`src/rtl/esm_issue_buffer.sv`:
```
// ESM issue buffer: holds instructions in slots, publishes the independent map,
// and issues the slot the IIM proposes through a held valid/ready output.
module esm_issue_buffer #(
  parameter  int bs      = 16,
  parameter  int iw      = 32,
  localparam int bs_bits = $clog2(bs)
) (
  input  logic               clk,
  input  logic               rst,
  input  logic               flush,
  input  logic               in_valid,
  input  logic [iw-1:0]      in_instr,
  output logic               in_ready,
  input  logic [0:bs-1]      ready_mask,
  output logic [0:bs-1]      independent_instr,
  input  logic [bs_bits-1:0] next_buffer_index,
  input  logic               valid_count,
  output logic [bs_bits-1:0] buffer_index,
  output logic               proceed,
  output logic               out_valid,
  output logic [iw-1:0]      out_instr,
  output logic [bs_bits-1:0] out_index,
  input  logic               out_ready,
  output logic [bs_bits:0]   occupancy
);

  typedef enum logic {IDLE, HOLD} state_t;

  localparam logic [bs_bits:0] full_cnt = (bs_bits+1)'(bs);
  localparam logic [bs_bits:0] one_cnt  = (bs_bits+1)'(1);

  state_t             state_q, state_d;
  logic [0:bs-1]      entry_valid;
  logic [iw-1:0]      mem [bs];
  logic [bs_bits-1:0] fill_idx;
  logic               fill_en;
  logic               slot_ok;
  logic               can_issue;

  assign in_ready          = occupancy < full_cnt;
  assign independent_instr = entry_valid & ready_mask;
  assign fill_en           = in_valid & in_ready & ~flush;
  assign slot_ok           = entry_valid[next_buffer_index]
                           & ready_mask[next_buffer_index];
  assign can_issue         = valid_count & slot_ok & ~flush
                           & ((state_q == IDLE)
                           | ((state_q == HOLD) & out_ready));
  assign out_valid         = state_q == HOLD;

  // Lowest free slot wins; loop runs high to low so the last hit is lowest.
  always_comb begin
    fill_idx = '0;
    for (int i = bs-1; i >= 0; i--) begin
      if (!entry_valid[i]) fill_idx = bs_bits'(i);
    end
  end

  always_comb begin
    state_d = state_q;
    unique case (state_q)
      IDLE: if (can_issue) state_d = HOLD;
      HOLD: if (flush | (out_ready & ~can_issue)) state_d = IDLE;
    endcase
  end

  always_ff @(posedge clk or negedge rst) begin
    if (!rst) state_q <= IDLE;
    else      state_q <= state_d;
  end

  always_ff @(posedge clk or negedge rst) begin
    if (!rst) begin
      entry_valid <= '0;
      occupancy   <= '0;
    end else if (flush) begin
      entry_valid <= '0;
      occupancy   <= '0;
    end else begin
      if (fill_en)   entry_valid[fill_idx]          <= 1'b1;
      if (can_issue) entry_valid[next_buffer_index] <= 1'b0;
      unique case ({fill_en, can_issue})
        2'b10:   occupancy <= occupancy + one_cnt;
        2'b01:   occupancy <= occupancy - one_cnt;
        default: occupancy <= occupancy;
      endcase
    end
  end

  always_ff @(posedge clk or negedge rst) begin
    if (!rst) begin
      out_instr    <= '0;
      out_index    <= '0;
      buffer_index <= '0;
      proceed      <= 1'b0;
    end else begin
      proceed <= can_issue;
      if (can_issue) begin
        out_instr    <= mem[next_buffer_index];
        out_index    <= next_buffer_index;
        buffer_index <= next_buffer_index;
      end
    end
  end

  // Slot storage needs no reset; entry_valid qualifies every read.
  always_ff @(posedge clk) begin
    if (fill_en) mem[fill_idx] <= in_instr;
  end

endmodule

```
`config.mk`:
```
export PLATFORM = sky130hd
export DESIGN_NAME = esm_issue_buffer
export DESIGN_NICKNAME = d
export VERILOG_FILES = /design/src/rtl/esm_issue_buffer.sv
export SDC_FILE = /design/constraint.sdc
export NUM_CORES = 1
export LEC_CHECK = 0
export CAP_MARGIN = 20
export CELL_PAD_IN_SITES_DETAIL_PLACEMENT = 0
export CELL_PAD_IN_SITES_GLOBAL_PLACEMENT = 1
export CORE_ASPECT_RATIO = 0.6
export CORE_MARGIN = 2
export CORE_UTILIZATION = 40
export DETAILED_ROUTE_END_ITERATION = 12
export MAX_ROUTING_LAYER = met4
export PLACE_DENSITY_LB_ADDON = 0.2
export SLEW_MARGIN = 20
export SYNTH_ARGS = -nofsm -noshare
export SYNTH_HDL_FRONTEND = slang
export SYNTH_SLANG_ARGS = --single-unit
```
`constraint.sdc`:
```
create_clock -name clk -period 6.7 [get_ports clk]
set_input_delay 1.34 -clock clk [delete_from_list [all_inputs] [get_ports clk]]
set_output_delay 1.34 -clock clk [all_outputs]
set_load 0.05 [all_outputs]
```
After elaboration in Yosys (flattened, before gate mapping)
Memories as Yosys holds them, arrays and structs flattened. A register that Yosys moved wholly into a read port is not among the register bits.
Index checks and enable logic that the tools add are counted.
Operators by class
  $lt $le $gt $ge: 5
  muxes and demuxes: 37
  bitwise gates (word level): 19
  reduce and logical (&&, ||, !) cells: 4
  equality and inequality tests: 2
  $add $sub $neg: 2
Operators with widths (number)
  two-way mux 16 bit: 4
  two-way mux 4 bit: 16
  bitwise AND 16 bit: 2
  NOT 16 bit: 1
  bitwise OR 16 bit: 1
  greater-or-equal comparator 5 bit (second input constant): 2
  < comparator 5 x 1 -> 1 bit (second input constant): 2
  two-way mux 1 bit: 10
  NOT 4 -> 5 bit: 2
  one-hot mux 5 bit (2 select lines): 1
  bitwise AND 1 bit: 8
  binary-select mux 1 bit (select 4 bit): 2
  demux 1 bit (select 4 bit): 2
  adder 5 x 1 -> 5 bit (second input constant): 1
  < comparator 5 bit (second input constant): 1
  two-way mux 5 bit: 1
  subtractor 5 x 1 -> 5 bit (second input constant): 1
  NOT 1 bit: 3
  nonzero test 3 bit: 1
  equality test 2 x 1 -> 1 bit (second input constant): 1
  equality test 2 bit (second input constant): 1
  logical AND 1 bit: 2
  bitwise OR 1 bit: 2
  one-hot mux 1 bit (2 select lines): 1
  zero test 1 bit: 1
Storage, ports and cells
  RAM bits: 512
  output and inout bits: 64
  input port bits: 58
  memories kept: 1
  logic and storage cells: 75
  bits in registers: 27
Memories
  mem: depth 16, bits a word 32, rd ports 1, clocked after memory_dff 1, wr ports 1, line 34  | logic [iw-1:0] mem [bs];

Logic depth before layout (Yosys ltp)
  depth after elaboration: 27
  gate-level depth with buffers: 16
  gate-level depth less buffers: 12

Least setup slack after synthesis
OpenSTA, ideal clock, no wires.
  path kind: input port to flip-flop
  start: input port flush
  end: memory mem[14][0], enable pin
  path buffers: 0
  data arrival time: 4488 ps
  setup time: 470 ps
  setup slack: 1742 ps
  required time: 6230 ps
  cell stages on the path: 5
  path through: nor3b_2 -> inv_1 -> nor2_1 -> nand3_1 -> nor3b_1
On the way
  cells in the longest elaborated chain, start to end: 4
RTL lines
  start, declared: line 10  | input logic flush,
  NOT 1 bit: line 42  | assign fill_en = in_valid & in_ready & ~flush;
  bitwise AND 1 bit: line 42
  two-way mux 1 bit: line 107  | if (fill_en) mem[fill_idx] <= in_instr;
  two-way mux 1 bit (implied by the code): line 107
  end, declared: line 34
Every way passes these cells.

Worst setup path in the final report
  start: input port flush
  end: memory mem[8][8], enable pin
Same word-level chain as after synthesis.

==> flow_summary.ini <==
[yosys]
ys_seq_area_frac = 0.753
synth_cells = 994
syn_area_per_cell_um2 = 22.5
yosysMostFrequentCell = edfxtp_1
synth_fa_ha_area_frac = 0.00257
synthTopCellsByArea = edfxtp_1 (69%), mux4_2 (16%), dfrtp_1 (6.6%)
synth_nets = 1056
synth-edff-count = 512
synth_top_area_share = 0.687
synth_common_cells = edfxtp_1 (512), mux4_2 (162), dfrtp_1 (59)
synth_area_leader_cell = edfxtp_1
ys.flop_type = edfxtp_1
synth_compound_area_frac = 0.0155
ys.warnings.count = 0
syn_area_um2 = 22400
yosysUniqueCellTypes = 49
synth-seq-cells = 571
synth-simple-area-share = 0.0266
synthMuxAreaShare = 0.185
synthArstFlopShare = 0.103
synth-xor-area-share = 0.00157
synth_top_family_by_area = multiplexers

[cells_and_area]
nFillCells = 4622
drive_gt1_frac = 0.278
antennaDiodeCount = 0
nets = 1206
syn2layout_area_growth_pct = 17.3

[clock_network]
clk_path_buf_depth = 3
clkSinkCount = 571
htreeDepth = 2
cts-root-buf = clkbuf_16
cts_buffers = 53
path_clk_slew_ns = 0.06
clock_latency_ns = 0.58
hold_buffers = 0
cts-resized-gates = 0
post_cts_buffers = 0
cts_tree = yes

[timing]
rsz0062_at_grt = no
slew_headroom = 0.333
clock_skew_ns = 0.0308
drv_slew = 0
finalCriticalPeriod_ns = 4.51
fin_crit_sh = 0.674
tightest_slew_ns = 1.00
hold_viol = 0
final.setup.tns_ns = 0
setup_violations = 0
holdWs_ns = 0.507
clock.fmax_mhz = 222

[place]
gp_congestion = 0.788
portBuffers = 121
place_hpwl_um = 27800

[detailed_routing]
vias = 10473
wl_met3_um = 2290
wl_met2_um = 22500
wl_um = 49200
drt_first_pass_iters = 5
highest_layer = met4
drc = 0
vias_per_cell = 5.38
wl_met1_um = 23600
drtIter0Drc = 1219
avgRoutedWirePerCell_um = 25.3
ant_nets = 0

[global_routing]
grt_usage = 0.179
grt_max_degree = 73
grt_pass1_vias = 10869
antenna_found_initial = 1
overflow = 0
grt_pass1_wl_um = 74100

[min_path]
hold_path_class = flip-flop to flip-flop

[floorplan]
num_io_pins = 122
die_h_um = 187
core_um2 = 55600
rows = 67
dieArea_um2 = 57900
start_util = 0.403
die_x_um = 309

[worst_setup_path]
cp-end-kind = flip-flop
cp-start-kind = input port
slowest_stage = clkdlybuf4s50_1
crit_path_cell_trace = clkdlybuf4s50_1 -> nor3b_2 -> inv_1 -> nor4b_1 -> nand2b_1 -> nor2_4 -> buf_4
cp_slowest_stage_delay_ns = 0.87
required_ns = 6.95
arrival_ns = 4.77
crit_path_max_fanout = 24
crit_type = input port to flip-flop

[job]
cap_violations = 0

[power]
ir_drop_uv = 214
p_leak_nw = 8.54
finalPower_mw = 7.34
p_per_area_nw_per_um2 = 280

[run_status]
outcome = finished, final reports clean
==> state kept, by name (all words and copies together), names as in the netlist <==
name          flops
buffer_index      4
out_valid         1
out_instr        32
occupancy         5
mem             512
proceed           1
entry_valid      16
==> critical path: cells and delay by family <==
kind	cells	cell delay, ns
simple gates	4	2.00
buf+inv	3	1.40
==> final timing paths <==
check | end | slack (ns) | cells after the start | start
setup / recovery | mem[8][8] | 2.19 | 7 | flush
hold / removal | out_instr[11] | 0.51 | 1 | out_instr[11]
setup reg to reg | occupancy[4] | 3.36 | 11 | entry_valid[9]
hold reg to reg | out_instr[11] | 0.51 | 1 | out_instr[11]
max in group asynchronous | occupancy[4] | 5.20 | 1 | rst
min in group asynchronous | buffer_index[0] | 0.91 | 1 | rst
==> through the flow <==
| stage | cell area [µm²] | utilization | instances | setup slack, ns |
|---|---|---|---|---|
| 4_1_cts | 26200 | 0.472 | 1947 | 2.15 |
| 3_3_place_gp | 24500 | 0.441 | 1847 | 1.55 |
| 2_1_floorplan | 22400 | - | 994 | 1.74 |
| 3_5_place_dp | 24500 | 0.441 | 1848 | 1.55 |
| 5_1_grt | 26200 | 0.472 | 1947 | 1.93 |
| 6_report | 26200 | 0.472 | 1947 | 2.19 |
==> cell families (layout without fill, tap and decap cells) <==
kind of cell             Yosys count  after routing
multiplexers                     200            200
buffers and inverters             61            255
AND/OR/NAND/NOR                  106            106
XOR/XNOR                           4              4
AO/OA/AOI/OAI                     48             48
adder cells (fa/ha/maj)            4              4
flip-flops                       571            571
==> cell type report <==
class | count | area (µm²) | area share
repair buffers | 148 | 1430 | 0.0545
well taps | 759 | 950 | 0.0362
flip-flops and latches | 571 | 16900 | 0.642
multi-input cells | 362 | 5260 | 0.200
clock inverters | 28 | 288 | 0.0110
clock buffers | 71 | 1430 | 0.0546
inverters | 8 | 30.0 | 0.00114
==> per-layer routing <==
metal | global-route usage | vias to the layer above
li1 | - | 4497
met1 | 0.271 | 5658
met2 | 0.260 | 249
met3 | 0.0276 | 69
met4 | 0.0362 | 0
met5 | - | -
==> power breakdown <==
| part | internal, mW | switching, mW |
|---|---|---|
| logic | 0.182 | 0.238 |
| clock network | 1.70 | 1.30 |
| registers | 3.91 | 0.0147 |
==> layout by cell type, fill, tap and decap left out, types with 7 or more instances in the layout <==
cell type,n
a21oi_1,8
a31oi_1,7
and2_1,16
buf_4,26
clkbuf_1,14
clkbuf_16,53
clkdlybuf4s50_1,116
clkinv_1,7
clkinv_2,7
dfrtp_1,59
edfxtp_1,512
inv_1,8
mux2_2,18
mux2_4,18
mux4_2,162
nand2_1,12
nand4_1,10
nor2_1,17
nor2b_1,9
Note: power is estimated with default switching activity, not from simulation.
